--- config.mk ---
export PLATFORM = sky130hd
export DESIGN_NAME = imem_loader
export DESIGN_NICKNAME = d
export VERILOG_FILES = /design/src/rtl/imem_loader.sv
export SDC_FILE = /design/constraint.sdc
export NUM_CORES = 1
export LEC_CHECK = 0
export ABC_CLOCK_PERIOD_IN_PS = 7200
export BUFFER_PORTS_ARGS = -buffer_cell sky130_fd_sc_hd__clkbuf_2
export CORE_ASPECT_RATIO = 0.75
export CORE_MARGIN = 2
export CORE_UTILIZATION = 45
export DETAILED_ROUTE_END_ITERATION = 8
export GPL_ROUTABILITY_DRIVEN = 0
export GPL_TIMING_DRIVEN = 0
export PLACE_DENSITY = 0.76
export SETUP_SLACK_MARGIN = 0.5
export SYNTH_ARGS = -nofsm -noshare
export SYNTH_HDL_FRONTEND = slang
export SYNTH_SLANG_ARGS = --single-unit
--- constraint.sdc ---
create_clock -name clk -period 7.2 [get_ports clk]
set_input_delay 0.72 -clock clk [delete_from_list [all_inputs] [get_ports clk]]
set_output_delay 0.72 -clock clk [all_outputs]
set_load 0.02 [all_outputs]
--- src/rtl/imem_loader.sv ---
// imem_loader: assembles a little-endian byte stream into 32-bit words and writes them to instruction memory
// Stream: 16-bit word count N (low byte first), then 4*N data bytes.
// Ports: clk/reset (sync, active high); load_req arms a load; in_data/in_valid/in_ready byte stream;
//        wr_en/wr_addr/wr_data imem write port; cpu_hold drives core reset; done one-cycle pulse; err sticky.
// Optional: define IMEM_LOADER_CHECKSUM_EN to expect a trailing XOR checksum byte after the data.
module imem_loader #(
  parameter int unsigned DEPTH_WORDS   = 64,
  parameter logic [31:0] BASE_ADDR     = 32'h0000_0000,
  parameter bit          HOLD_AT_RESET = 1'b1
) (
  input  logic        clk,
  input  logic        reset,
  input  logic        load_req,
  input  logic [7:0]  in_data,
  input  logic        in_valid,
  output logic        in_ready,
  output logic        wr_en,
  output logic [31:0] wr_addr,
  output logic [31:0] wr_data,
  output logic        cpu_hold,
  output logic        done,
  output logic        err
);
`ifdef IMEM_LOADER_CHECKSUM_EN
  localparam bit CSUM_EN = 1'b1;
`else
  localparam bit CSUM_EN = 1'b0;
`endif
  localparam logic [2:0] IDLE  = 3'd0;
  localparam logic [2:0] LEN0  = 3'd1;
  localparam logic [2:0] LEN1  = 3'd2;
  localparam logic [2:0] DATA  = 3'd3;
  localparam logic [2:0] WRITE = 3'd4;
  localparam logic [2:0] DONE  = 3'd5;
  localparam logic [2:0] CSUM  = 3'd6;
  logic [2:0]  state;
  logic [15:0] count;
  logic [15:0] index;
  logic [1:0]  byte_cnt;
  logic [31:0] word;
  logic [7:0]  csum;
  logic        acc;
  assign in_ready = (state == LEN0) || (state == LEN1) || (state == DATA) || (state == CSUM);
  assign acc = in_valid && in_ready;
  // Write-cycle outputs are registered on the 4th-byte handshake so they are
  // visible exactly during the single WRITE state cycle.
  always_ff @(posedge clk) begin
    if (reset) begin
      state    <= IDLE;
      wr_en    <= 1'b0;
      done     <= 1'b0;
      err      <= 1'b0;
      wr_addr  <= BASE_ADDR;
      wr_data  <= 32'h0;
      cpu_hold <= HOLD_AT_RESET;
      count    <= 16'h0;
      index    <= 16'h0;
      byte_cnt <= 2'd0;
      word     <= 32'h0;
      csum     <= 8'h0;
    end else begin
      wr_en <= 1'b0;
      done  <= 1'b0;
      case (state)
        IDLE, DONE: if (load_req) begin
          state    <= LEN0;
          cpu_hold <= 1'b1;
          err      <= 1'b0;
          index    <= 16'h0;
          byte_cnt <= 2'd0;
          csum     <= 8'h0;
        end
        LEN0: if (acc) begin
          count[7:0] <= in_data;
          state      <= LEN1;
        end
        LEN1: if (acc) begin
          count[15:8] <= in_data;
          if ({in_data, count[7:0]} != 16'h0) state <= DATA;
          else if (CSUM_EN) state <= CSUM;
          else begin
            state    <= DONE;
            done     <= 1'b1;
            cpu_hold <= 1'b0;
          end
        end
        DATA: if (acc) begin
          word[{byte_cnt, 3'b000} +: 8] <= in_data;
          byte_cnt <= byte_cnt + 2'd1;
          csum     <= csum ^ in_data;
          if (byte_cnt == 2'd3) begin
            state   <= WRITE;
            wr_en   <= 32'(index) < DEPTH_WORDS;
            err     <= err | (32'(index) >= DEPTH_WORDS);
            wr_addr <= BASE_ADDR + {14'h0, index, 2'b00};
            wr_data <= {in_data, word[23:0]};
            index   <= index + 16'd1;
            if (!CSUM_EN && index + 16'd1 == count) begin
              done     <= 1'b1;
              cpu_hold <= 1'b0;
            end
          end
        end
        WRITE: state <= (index == count) ? (CSUM_EN ? CSUM : DONE) : DATA;
        CSUM: if (acc) begin
          state    <= DONE;
          done     <= 1'b1;
          cpu_hold <= in_data != csum;
          err      <= err | (in_data != csum);
        end
        default: state <= IDLE;
      endcase
    end
  end
endmodule

* Word level (Yosys, flattened, before mapping)
Cells that the tools add are included.
Widths: inputs -> output; s select.
** Cells by class
- Add/sub/neg operators :: 3
- Magnitude comparators :: 2
- Eq/ne operators :: 18
- Shift operators :: 2
- Muxes and demuxes :: 40
- Bitwise logic cells :: 6
- Reduce and logical (&&, ||, !) cells :: 20
** Operators with widths (number)
- $mux 16 :: 3
- $bwmux 32 :: 1
- $eq 16x16->1 :: 2
- $pmux 16 s2 :: 1
- $shift 8x7->32 const A :: 1
- $shiftx 8x7->32 :: 1
- $mux 3 :: 8
- $pmux 3 s6 :: 1
- $mux 1 :: 17
- $add 16x1->16 const B :: 1
- $ge 16x7->1 const B :: 1
- $lt 16x7->1 const B :: 1
- $mux 8 :: 2
- $pmux 8 s2 :: 1
- $reduce_bool 16->1 :: 1
- $ne 2x2->1 const B :: 6
- $eq 3x3->1 const B :: 3
- $ne 8x8->1 :: 1
- $reduce_and 8->1 :: 1
- $xor 8x8->8 :: 1
- $neg 5->7 :: 1
- $eq 3x2->1 const B :: 2
- $pmux 1 s3 :: 2
- $reduce_and 2->1 :: 3
- 21 further kinds :: 29
** Storage, ports and cells
- Register bits :: 129

* Longest topological paths before layout
- Word-level depth :: 7
- Mapped depth :: 10

* Least setup slack after synthesis
Ideal clock, no wire load.
- Path kind :: register to register
- Start point :: register index[1]
- End point :: register cpu_hold
- Library setup time :: 118 ps
- Arrival time :: 2451 ps
- Data required time :: 7082 ps
- Slack :: 4631 ps
- Cell stages (with the launch flop) :: 11
- Path buffers :: 1
- Clock period less this slack :: 2569 ps
- Cell sequence :: dfxtp_1 clkbuf_1 inv_1 ha_1 xor2_1 a2111o_1 nor4_2 o2111ai_1 a2111oi_4 o21ai_0 a21boi_1
** Between the ends
- Cells in the longest elaborated chain, start to end :: 4
** Ends and longest elaborated chain
- start: declaration :: RTL line 38 : logic [15:0] index;
- start signal: assignment :: RTL line 97 : index <= index + 16'd1;
- $add 16x1->16 :: RTL line 98 : if (!CSUM_EN && index + 16'd1 == count) begin
- $eq 16x16->1 :: RTL line 98
- $ne 2x1->1 (no source line)
- $reduce_and 8->1 (no source line)
- end signal: assignment :: RTL line 108 : cpu_hold <= in_data != csum;
- end: declaration :: RTL line 20 : output logic cpu_hold,
No other way between the ends.
A chain may end at the register's enable or synchronous reset.

* Final worst setup path
Ends and elaborated chain as after synthesis.

==> results.sh <==
export IMPL_power_leakage_uw=0.002613
export IMPL_regToRegEndpoint="cpu_hold$_SDFFE_PP1P_"
export IMPL_postSynth_asyncResetShare_pct=0
export IMPL_cts_reportedPaths_clkPinSlew_ns=0.06
export IMPL_final_common_cell="sky130_fd_sc_hd__nand2_1"
export IMPL_path_type_of_the_worst_min_delay_path="reg2reg"
export IMPL_die_height_um=102.5
export IMPL_ant_nets=0
export IMPL_drt_pre_antenna_iters=5
export IMPL_synth_avg_cell_area_um2=7.615
export IMPL_nFillCells=1181
export IMPL_grt_overflow_total=0
export IMPL_grt_max_degree=17
export IMPL_critical_path_startpoint_type="flop"
export IMPL_result_of_the_run="completed"
export IMPL_detail_route_wl_per_cell_um=16.03
export IMPL_tritoncts_num_sinks=121
export IMPL_max_vdd_drop_mv=0.2186
export IMPL_vias=5758
export IMPL_post_synth_instance_area_um2=5826
export IMPL_grt_first_pass_wirelength_um=26140
export IMPL_clock_tree_buffer_depth=2
export IMPL_net_total_in_the_final_layout=873
export IMPL_synth_main_ff_cell="sky130_fd_sc_hd__dfxtp_1"
export IMPL_critical_path_peak_fanout=9
export IMPL_placement_io_buffers=54
export IMPL_worst_hold_path_num_cells=2
export IMPL_worst_clock_skew_ns=0.005767
export IMPL_final_hold_viol_count=0
export IMPL_r2r_start="index[1]$_SDFFE_PP0P_"
export IMPL_timing_critical_path_arrival_ns=3.30
export IMPL_setup_slack_ns=4.202
export IMPL_die_width_um=135.4
export IMPL_tritoncts_buffer_count=17
export IMPL_powerDensity_nw_per_um2=278.3
export IMPL_drive_above_1_share_pct=13.84
export IMPL_post_drt_via_cell_ratio=5.574
export IMPL_detailedPlace_worstSlack_ns=4.277
export IMPL_cp_end_kind="flop"
export IMPL_initial_antenna_violation_count=0
export IMPL_cts_tree="done"
export IMPL_yosysSeqAreaShare_pct=41.58
export IMPL_drv_cap=0
export IMPL_synth_lib_cells_used_distinct=55
export IMPL_fp_dieArea_um2=13880
export IMPL_timing_setup_critical_path_class="reg2reg"
export IMPL_core_area_um2=12440
export IMPL_highest_achievable_clock_rate_mhz=333.5
export IMPL_syn2layout_area_growth_pct=19.80
export IMPL_setup_total_negative_slack_ns=0
export IMPL_number_of_cells_on_the_worst_reg_to_reg_path=10
export IMPL_ios=81
export IMPL_rsz_0062_raised_after_global_routing="no"
export IMPL_worstHoldEndpoint="wr_addr[5]$_SDFFE_PP0P_"
export IMPL_synth_edff_count=0
export IMPL_tot_gr_track_use_pct=24.22
export IMPL_post_cts_hold_buffer_count=0
export IMPL_n_antenna_cell=0
export IMPL_finalCritPeriodShare_pct=41.64
export IMPL_setup_viol=0
export IMPL_cts_htree_levels=4
export IMPL_initial_util_pct=46.84
export IMPL_drt_iter0_drc=619
export IMPL_hpwl_um=11390
export IMPL_cts_setup_buffers=0
export IMPL_total_of_warnings_raised_by_yosys=0
export IMPL_min_period_ns=2.998
export IMPL_syn_inst=765
export IMPL_worstPathRequired_ns=7.51
export IMPL_worst_slew_pin_slew_ns=1.091
export IMPL_route_detailed_drc=0
export IMPL_maxSlewViolCount=0
export IMPL_core_rowCount=35
export IMPL_grt_pass1_vias=5034
export IMPL_cts_resized=0
export IMPL_relSlewSlack_pct=26.58
export IMPL_hold_path_startpoint="wr_addr[5]$_SDFFE_PP0P_"
export IMPL_mostFrequentLayoutCells="173 x sky130_fd_sc_hd__nand2_1, 127 x sky130_fd_sc_hd__a21oi_1, 121 x sky130_fd_sc_hd__dfxtp_1"
export IMPL_yosys_register_bits=121
export IMPL_postRouteWirelength_um=16560
export IMPL_worst_setup_slack_for_register_to_register_paths_ns=4.20
export IMPL_clock_latency_ns=0.42
export IMPL_cell_at_the_root_of_the_clock_tree="sky130_fd_sc_hd__clkbuf_16"
cells in the mapped netlist (all sizes together) (3+ instances only):
cell type,n,area share [%]
o21ai,31,2.7
ha,7,1.5
o21bai,3,0.39
nand2,173,11
dfxtp,121,42
nor2,33,2.1
xnor2,13,2.0
nand2b,4,0.43
and4,3,0.45
and2,5,0.54
nor4,15,1.8
nand4,8,0.97
nand3b,13,1.7
clkbuf,49,3.2
inv,8,0.52
nor3,4,0.43
a211oi,3,0.39
nand3,33,2.9
or3,12,1.3
a21oi,127,11
xor2,20,3.0
a31oi,5,0.54
nor3b,6,0.77
buf,35,3.7
and3,8,0.86
cells by family (layout without fill, tap and decap cells):
| kind of cell | after synthesis | after routing | synth area share (%) |
|---|---|---|---|
| compound gates | 187 | 187 | 17.81 |
| xor+xnor | 33 | 33 | 4.961 |
| mux | 1 | 1 | 0.1718 |
| simple gates | 323 | 323 | 26.50 |
| buf+inv | 92 | 179 | 7.410 |
| flops | 121 | 121 | 41.58 |
| fa+ha+maj | 7 | 7 | 1.503 |
| other cells | 1 | 16 | 0.06437 |
metal layers:
metal	part of all wire, %	track usage, %	wire (um)
met5	0	0	0
met4	1.7	8.013	275
met3	9.9	6.096	1635
met2	43	35.73	7103
met1	46	34.79	7547
layout make-up:
| cell class | count | area [um^2] | share of cell area, % |
|---|---|---|---|
| Timing Repair Buffer | 55 | 275.3 | 3.944 |
| Inverter | 8 | 30.03 | 0.4303 |
| Buffer | 84 | 401.6 | 5.755 |
| Clock inverter | 15 | 188.9 | 2.707 |
| Clock buffer | 17 | 425.4 | 6.095 |
| Multi-Input combinational cell | 567 | 3028 | 43.38 |
| Sequential cell | 121 | 2422 | 34.71 |
| Tap cell | 166 | 207.7 | 2.976 |
worst max-delay path, cell delays in order, from the launching register on:
cell and delay (ns):
sky130_fd_sc_hd__dfxtp_1 0.33, sky130_fd_sc_hd__clkbuf_1 0.36, sky130_fd_sc_hd__inv_1 0.09, sky130_fd_sc_hd__ha_1 0.32, sky130_fd_sc_hd__xor2_1 0.15, sky130_fd_sc_hd__a2111o_1 0.39
sky130_fd_sc_hd__nor4_2 0.28, sky130_fd_sc_hd__o2111ai_1 0.23, sky130_fd_sc_hd__a2111oi_4 0.47, sky130_fd_sc_hd__o21ai_0 0.12, sky130_fd_sc_hd__a21boi_1 0.14
how the worst max path moves through the flow:
stage | start | end | cells after the start
6_report | index[1]$_SDFFE_PP0P_ | cpu_hold$_SDFFE_PP1P_ | 10
5_1_grt | index[1]$_SDFFE_PP0P_ | cpu_hold$_SDFFE_PP1P_ | 10
4_1_cts | index[1]$_SDFFE_PP0P_ | cpu_hold$_SDFFE_PP1P_ | 10
3_5_place_dp | index[1]$_SDFFE_PP0P_ | cpu_hold$_SDFFE_PP1P_ | 10
3_3_place_gp | index[1]$_SDFFE_PP0P_ | cpu_hold$_SDFFE_PP1P_ | 10
2_1_floorplan | index[1]$_SDFFE_PP0P_ | cpu_hold$_SDFFE_PP1P_ | 10
per-stage QoR:
step | hold WS (ns) | utilization (%) | instance area [um^2] | power (uW) | cells
floorplan | 0.4321 | - | 5882 | 964.9 | 780
finish | 0.4521 | 56.12 | 6979 | 1942 | 1033
global placement | 0.4408 | 51.14 | 6360 | 1049 | 1000
detailed placement | 0.4433 | 51.14 | 6360 | 1052 | 1000
CTS | 0.4513 | 56.08 | 6974 | 1934 | 1032
global route | 0.4697 | 56.12 | 6979 | 2009 | 1033
power by group:
group	switching [uW]	internal [uW]	total, uW
logic	231	109	340
clock network	337	552	888
registers	20.0	694	714
state kept, by name, indices dropped and copies added, names as in the netlist:
register	cells
byte_cnt	2
err	1
word	24
wr_data	32
index	16
wr_en	1
csum	8
count	16
cpu_hold	1
state	3
done	1
wr_addr	16
Note: power is estimated with default switching activity, not from simulation.
